<file path="config.mk">
export PLATFORM = sky130hd
export DESIGN_NAME = apb_arb_bridge
export DESIGN_NICKNAME = d
export VERILOG_FILES = /design/src/rtl/apb_arb_bridge.sv
export SDC_FILE = /design/constraint.sdc
export NUM_CORES = 1
export LEC_CHECK = 0
export ABC_CLOCK_PERIOD_IN_PS = 5950
export CELL_PAD_IN_SITES_DETAIL_PLACEMENT = 1
export CELL_PAD_IN_SITES_GLOBAL_PLACEMENT = 1
export CORE_AREA = 3 3 247 249
export DETAILED_ROUTE_END_ITERATION = 10
export DIE_AREA = 0 0 250 252
export PLACE_DENSITY = 0.56
export SLEW_MARGIN = 20
export SYNTH_ARGS = -nofsm -noshare
export SYNTH_HDL_FRONTEND = slang
export SYNTH_SLANG_ARGS = --single-unit
</file>
<file path="constraint.sdc">
create_clock -name pclk -period 5.95 [get_ports pclk]
set_input_delay 1.19 -clock pclk [delete_from_list [all_inputs] [get_ports pclk]]
set_output_delay 1.19 -clock pclk [all_outputs]
set_load 0.1 [all_outputs]
</file>
<file path="src/rtl/apb_arb_bridge.sv">
`default_nettype none
// +--------------------------------------------------------------------------+
// | Module  : apb_arb_bridge                                                 |
// | Brief   : Round-robin multi-requester APB bridge, fixed SETUP + ACCESS.  |
// | Revision: 1.0                                                            |
// +--------------------------------------------------------------------------+
module apb_arb_bridge #(
   parameter int ADDR_WIDTH = 32,
   parameter int DATA_WIDTH = 64,
   parameter int DEC_NUMBER = 16,
   parameter int REQ_NUMBER = 4,
   parameter int DEC_SHIFT  = 12
) (
   input  logic                                 pclk,
   input  logic                                 prst,
   input  logic [REQ_NUMBER-1:0]                req_valid,
   output logic [REQ_NUMBER-1:0]                req_ready,
   input  logic [REQ_NUMBER-1:0][ADDR_WIDTH-1:0] req_addr,
   input  logic [REQ_NUMBER-1:0]                req_write,
   input  logic [REQ_NUMBER-1:0][DATA_WIDTH-1:0] req_wdata,
   output logic [REQ_NUMBER-1:0]                rsp_valid,
   output logic [DATA_WIDTH-1:0]                rsp_rdata,
   output logic                                 rsp_err,
   output logic [ADDR_WIDTH-1:0]                paddr,
   output logic                                 penable,
   output logic [DEC_NUMBER-1:0]                pselx,
   output logic                                 pwrite,
   output logic [DATA_WIDTH-1:0]                pwdata,
   input  logic [DATA_WIDTH-1:0]                prdata
);

   localparam int c_PTR_W = (REQ_NUMBER > 1) ? $clog2(REQ_NUMBER) : 1;

   typedef enum logic [1:0] {
      S_IDLE   = 2'd0,
      S_SETUP  = 2'd1,
      S_ACCESS = 2'd2
   } state_t;

   state_t               r_state;
   state_t               w_state_nxt;
   logic [c_PTR_W-1:0]   r_ptr;
   logic [c_PTR_W-1:0]   r_gnt;
   logic                 r_dec_ok;
   logic                 w_found;
   logic                 w_accept;
   logic [c_PTR_W-1:0]   w_gnt;
   logic [ADDR_WIDTH-1:0] w_index;
   logic                 w_dec_ok;
   logic [DEC_NUMBER-1:0] w_sel;

   // First valid requester scanning upward from the pointer, with wrap.
   always_comb begin
      w_found = 1'b0;
      w_gnt   = '0;
      for (int i = 0; i < REQ_NUMBER; i++) begin
         if (!w_found && req_valid[(int'(r_ptr) + i) % REQ_NUMBER]) begin
            w_found = 1'b1;
            w_gnt   = c_PTR_W'((int'(r_ptr) + i) % REQ_NUMBER);
         end
      end
   end

   assign w_index  = req_addr[w_gnt] >> DEC_SHIFT;
   assign w_dec_ok = (w_index < ADDR_WIDTH'(DEC_NUMBER));
   assign w_sel    = w_dec_ok ? (DEC_NUMBER'(1) << w_index) : '0;

   always_ff @(posedge pclk) begin
      if (prst) begin
         r_state <= S_IDLE;
      end else begin
         r_state <= w_state_nxt;
      end
   end

   always_comb begin
      w_state_nxt = r_state;
      w_accept    = 1'b0;
      case (r_state)
         S_IDLE: begin
            if (w_found && !prst) begin
               w_accept    = 1'b1;
               w_state_nxt = S_SETUP;
            end
         end
         S_SETUP:  w_state_nxt = S_ACCESS;
         S_ACCESS: w_state_nxt = S_IDLE;
         default:  w_state_nxt = S_IDLE;
      endcase
   end

   assign req_ready = w_accept ? (REQ_NUMBER'(1) << w_gnt) : '0;

   always_ff @(posedge pclk) begin
      if (prst) begin
         r_ptr     <= '0;
         r_gnt     <= '0;
         r_dec_ok  <= 1'b0;
         paddr     <= '0;
         penable   <= 1'b0;
         pselx     <= '0;
         pwrite    <= 1'b0;
         pwdata    <= '0;
         rsp_valid <= '0;
         rsp_rdata <= '0;
         rsp_err   <= 1'b0;
      end else begin
         rsp_valid <= '0;
         if (w_accept) begin
            paddr    <= req_addr[w_gnt];
            pwrite   <= req_write[w_gnt];
            pwdata   <= req_wdata[w_gnt];
            pselx    <= w_sel;
            r_dec_ok <= w_dec_ok;
            r_gnt    <= w_gnt;
            r_ptr    <= (w_gnt == c_PTR_W'(REQ_NUMBER - 1)) ? '0 : w_gnt + 1'b1;
         end
         if (r_state == S_SETUP) begin
            penable <= 1'b1;
         end
         // Completion: the bus is released in the same edge the response is posted.
         if (r_state == S_ACCESS) begin
            penable   <= 1'b0;
            pselx     <= '0;
            rsp_valid <= REQ_NUMBER'(1) << r_gnt;
            rsp_rdata <= (!pwrite && r_dec_ok) ? prdata : '0;
            rsp_err   <= !r_dec_ok;
         end
      end
   end

endmodule
`default_nettype wire

</file>
## Yosys cells after proc, flatten, opt, wreduce, memory -nomap -nowiden

Cells that the tools add are included.

- $add $sub $neg: 4
- Order comparisons: 6
- Eq/ne operators: 4
- Shifts and indexed selects: 3
- Multiplexer cells: 33
- Bitwise logic cells: 4
- Reduce and logical (&&, ||, !) cells: 17

Operators with widths:

| kind | count |
|---|---|
| $bmux W64 S2 | 1 |
| $mux W64 | 2 |
| $bmux W32 S2 | 1 |
| $mux W32 | 1 |
| $lt A20 B5 Y1 const B | 1 |
| $shl A1 B20 Y16 const A | 1 |
| $mux W16 | 1 |
| $mux W1 | 14 |
| $lt A3 B4 Y1 const B | 3 |
| $mux W2 | 6 |
| $bmux W1 S2 | 5 |
| $reduce_or A2 Y1 | 5 |
| $shl A1 B2 Y4 const A | 2 |
| $logic_not A1 Y1 | 6 |
| $lt A2 B3 Y1 const B | 2 |
| $logic_and A1 B1 Y1 | 5 |
| $add A2 B1 Y2 const B | 2 |
| $add A2 B2 Y2 const B | 2 |
| $eq A2 B2 Y1 const B | 2 |
| $mux W4 | 1 |
| $pmux W2 S2 | 1 |
| $and A1 B1 Y1 const A | 3 |
| $eq A2 B1 Y1 const B | 1 |
| $logic_not A2 Y1 | 1 |
| 2 further kinds | 2 |

- Register bits: 190
- Input port bits: 458
- Output and inout port bits: 187
- Word-level logic and storage cells: 83

## Logic depth before layout (Yosys ltp)

- Depth in word-level cells: 18
- Gate-level depth with buffers: 13
- Gate-level depth less buffers: 9

## Worst setup path after synthesis

OpenSTA, ideal clock, no wires.

- Path kind: input-to-output
- From: input port req_valid[2]
- To: output port req_ready[0]
- Arrival: 3.742 ns
- Required time: 4.760 ns
- Setup slack: 1.018 ns
- Stages: 11
- Buffers on the path: 6
- Cell sequence: nor2b_1 > buf_6 > nor4_4 > nor2_2 > buf_6 > buf_6 > buf_2 > clkbuf_1 > clkbuf_1 > ha_1 > and2_1

- Word-level cells in the longest chain between the ends: 16

RTL lines:

| element | line | source |
|---|---|---|
| start, declared | 16 | `input logic [REQ_NUMBER-1:0] req_valid,` |
| $bmux W1 S2 | 57 | `if (!w_found && req_valid[(int'(r_ptr) + i) % REQ_NUMBER]) begin` |
| $mux W1 (not written as such) | 57 |  |
| $mux W1 | 57 |  |
| $logic_not A1 Y1 | 57 |  |
| $logic_and A1 B1 Y1 | 57 |  |
| $mux W1 | 57 |  |
| $logic_not A1 Y1 | 57 |  |
| $logic_and A1 B1 Y1 | 57 |  |
| $mux W1 | 57 |  |
| $logic_not A1 Y1 | 57 |  |
| $logic_and A1 B1 Y1 | 57 |  |
| $mux W1 | 57 |  |
| $logic_and A1 B1 Y1 | 81 | `if (w_found && !prst) begin` |
| $mux W1 | 81 |  |
| $mux W1 | 79 | `case (r_state)` |
| $mux W4 (*) | 92 | `assign req_ready = w_accept ? (REQ_NUMBER'(1) << w_gnt) : '0;` |
| end, declared | 17 | `output logic [REQ_NUMBER-1:0] req_ready,` |

Every way passes the cells marked *; elsewhere a longest branch is shown, timed or not. The select of a mux whose other input is x is not followed.

## Worst setup path after layout

- From: input port req_valid[2]
- To: output port req_ready[2]

Same word-level chain as after synthesis.

==> qor.txt <==
Die H - 252 um
Share of cells above drive strength 1 - 0.04557
Synth Instances - 1336
Max VDD drop - 0.0002246 V
Clock network latency to the later pin of the worst-skew pair - 0.49 ns
Antenna violations before repair - 4
WHS - 0.4568 ns
Overflow after GRT - 0
Initial Util - 0.1623
Root buffer cell - clkbuf_16
Max Slew Vio Count - 0
Final Non-Filler Cells - 2686
Core ar. - 58910 um^2
Synth-to-layout area growth - 80.12%
Post-DRT Antenna Nets - 0
Fin. Hold Viols - 0
Reg-to-reg setup timing slack - 1.81 ns
Via count - 11.81k
Worst Skew - 0.01434 ns
Leakage power - 6.512 nW
Yosys warns - 0
Setup TNS - 0 ns
Hold Crit Class - flop to flop
Clk pwr share - 0.287
Placed insts - 2650
Switching power - 1.824 mW
Count of final setup violators - 0
DP HPWL - 42940 um
Fin crit share - 0.8544
Max_cap viols - 0
Share of the synthesized area in the top cell type - 0.3979
Row cnt - 89
DIE AREA - 63000 um^2
Vias in the first global route - 12.48k
Syn_nets - 1798
Number of synthesized register bits - 190
Clk sink count - 190
Slew @ Worst Pin - 1.130 ns
Filler cells - 6971
Netlist cell types - 59
WP data arrival - 3.89 ns
H-tree Lvls - 4
Primary FF master, synth - dfxtp_1
Post-CTS sizing - 0
Final nets - 2358
Die X-Extent - 250 um
Clock buffer depth - 2
Largest net degree at the start of global routing - 152
Num CTS Buffers - 17
Status - completed
Post-synth ARST share - 0
Mapped Area - 9559 um^2
Max Freq - 0.1967 GHz
RD Place Congestion - 0.9336
PwrDens - 253.5 nW/um^2
Vias/cell - 4.397
DRT iter0 DRCs - 489
Reg power frac - 0.317
Area leader, netlist - dfxtp_1
Syn avg cell area - 7.155 um^2
Initial DRT Pass Iterations - 4
Setup bufs post-CTS - 0
Sequential area share after synthesis - 0.3979
Gate power share - 0.396
GRT Util Overall - 0.1734
Total length of routed wires - 56570 um
# port buffers - 644
Area contributors post-synth - dfxtp_1 (40%), nand2_1 (18%), nand3_1 (13%), a22o_1 (6.0%), a21oi_1 (5.7%)
CP Launch Type - primary input
CP Data Required Time - 4.76 ns
First-pass GRT wire length - 82610 um
Commonest cells after routing, fill and taps aside - clkdlybuf4s50_1 (636), nand2_1 (451), nand3_1 (255), dfxtp_1 (190), a21oi_1 (109)
EDFF count, synth - 0
# DRC - 0
Worst setup EP type - output pin
RSZ-0062 raised after global routing - no
Sw frac - 0.4179
Most common cell after layout, fill and taps aside - clkdlybuf4s50_1
Final Power - 4.365 mW
CTS tree - built
Design internal power - 2.541 mW
Hold buffers post-CTS - 0
Average wire per standard cell - 21.06 um
Clock period minus worst slack - 5.083 ns
Max_slew headroom - 0.2442
Clk pin slew, worst setup/hold paths - 0.08 ns
CP max FO - 41
Fin util - 0.2923
Critical path class - primary input to output pin
Boundary Pins - 645
-- flip-flops by register name, summed over array words and instances, names as in the netlist --
signal and count:
paddr 32, pwrite 1, pselx 16, rsp_valid 4
r_dec_ok 1, rsp_err 1, r_gnt 2, penable 1
rsp_rdata 64, r_ptr 2, r_state 2, pwdata 64
-- power by group through the flow --
stage / registers [mW] / clock network [mW] / logic [mW]
5_1_grt: 1.39 / 1.37 / 1.86
2_1_floorplan: 1.89 / 0 / 0.578
6_report: 1.39 / 1.25 / 1.73
4_1_cts: 1.39 / 1.33 / 1.76
3_5_place_dp: 1.42 / 0 / 1.75
3_3_place_gp: 1.41 / 0 / 1.75
-- kinds of logic after synthesis --
family | count (synthesis) | share of synthesized area
AND/OR/NAND/NOR | 782 | 0.3651
AO/OA/AOI/OAI | 228 | 0.1647
flip-flops | 190 | 0.3979
buffers and inverters | 125 | 0.05969
multiplexers | 7 | 0.007461
adder cells (fa/ha/maj) | 4 | 0.005236
-- through the flow --
step / setup WS (ns) / cell area (um^2)
2_1_floorplan: 1.018 / 9559
3_3_place_gp: 0.5100 / 16590
3_5_place_dp: 0.3552 / 16590
4_1_cts: 0.8076 / 17210
5_1_grt: 0.6496 / 17220
6_report: 0.8666 / 17220
-- cell type report --
class / instances / area (um^2) / area share
antenna: 4 / 10.01 / 0.0005814
clock buffer: 18 / 429.2 / 0.02493
clock inverter: 14 / 185.2 / 0.01076
inverter: 9 / 43.79 / 0.002543
multi-input combinational: 1021 / 5205 / 0.3023
sequential: 190 / 3804 / 0.2209
tap: 773 / 967.2 / 0.05617
timing repair buffer: 657 / 6574 / 0.3818
-- metal layers --
layer	wire (um)	vias up	GRT usage	part of all wire
li1	-	5725	-	-
met1	22540	5677	0.1966	0.40
met2	29390	376	0.3173	0.52
met3	3815	32	0.05072	0.067
met4	823	0	0.04566	0.015
met5	0	-	0	0
-- worst paths after layout --
path / endpoint / depth (start not counted) / start
setup reg to reg: pselx[11] / 10 / r_ptr[0]
setup / recovery: req_ready[2] / 8 / req_valid[2]
hold / removal: paddr[6] / 2 / paddr[6]
hold reg to reg: paddr[6] / 2 / paddr[6]
-- worst max-delay path, cell delays in order --
cell             delay, ns
clkdlybuf4s50_1       0.51
nor2b_1               0.60
a211o_2               0.28
nand2_4               0.35
inv_4                 0.37
ha_1                  0.21
and2_1                0.18
buf_12                0.19
-- cell usage after synthesis, types with 5 or more instances --
master    count
a21oi_1     109
a22o_1       66
a22oi_1       5
a32o_1        9
a32o_2        8
and2_1       10
buf_1        10
buf_2        22
buf_6         7
clkbuf_1     74
dfxtp_1     190
inv_1         6
mux2i_1       6
nand2_1     451
nand3_1     255
nor2_1       20
nor3b_1       7
nor4_1        6
o21ai_0       8
No activity file was read; power rests on OpenSTA's default activity.
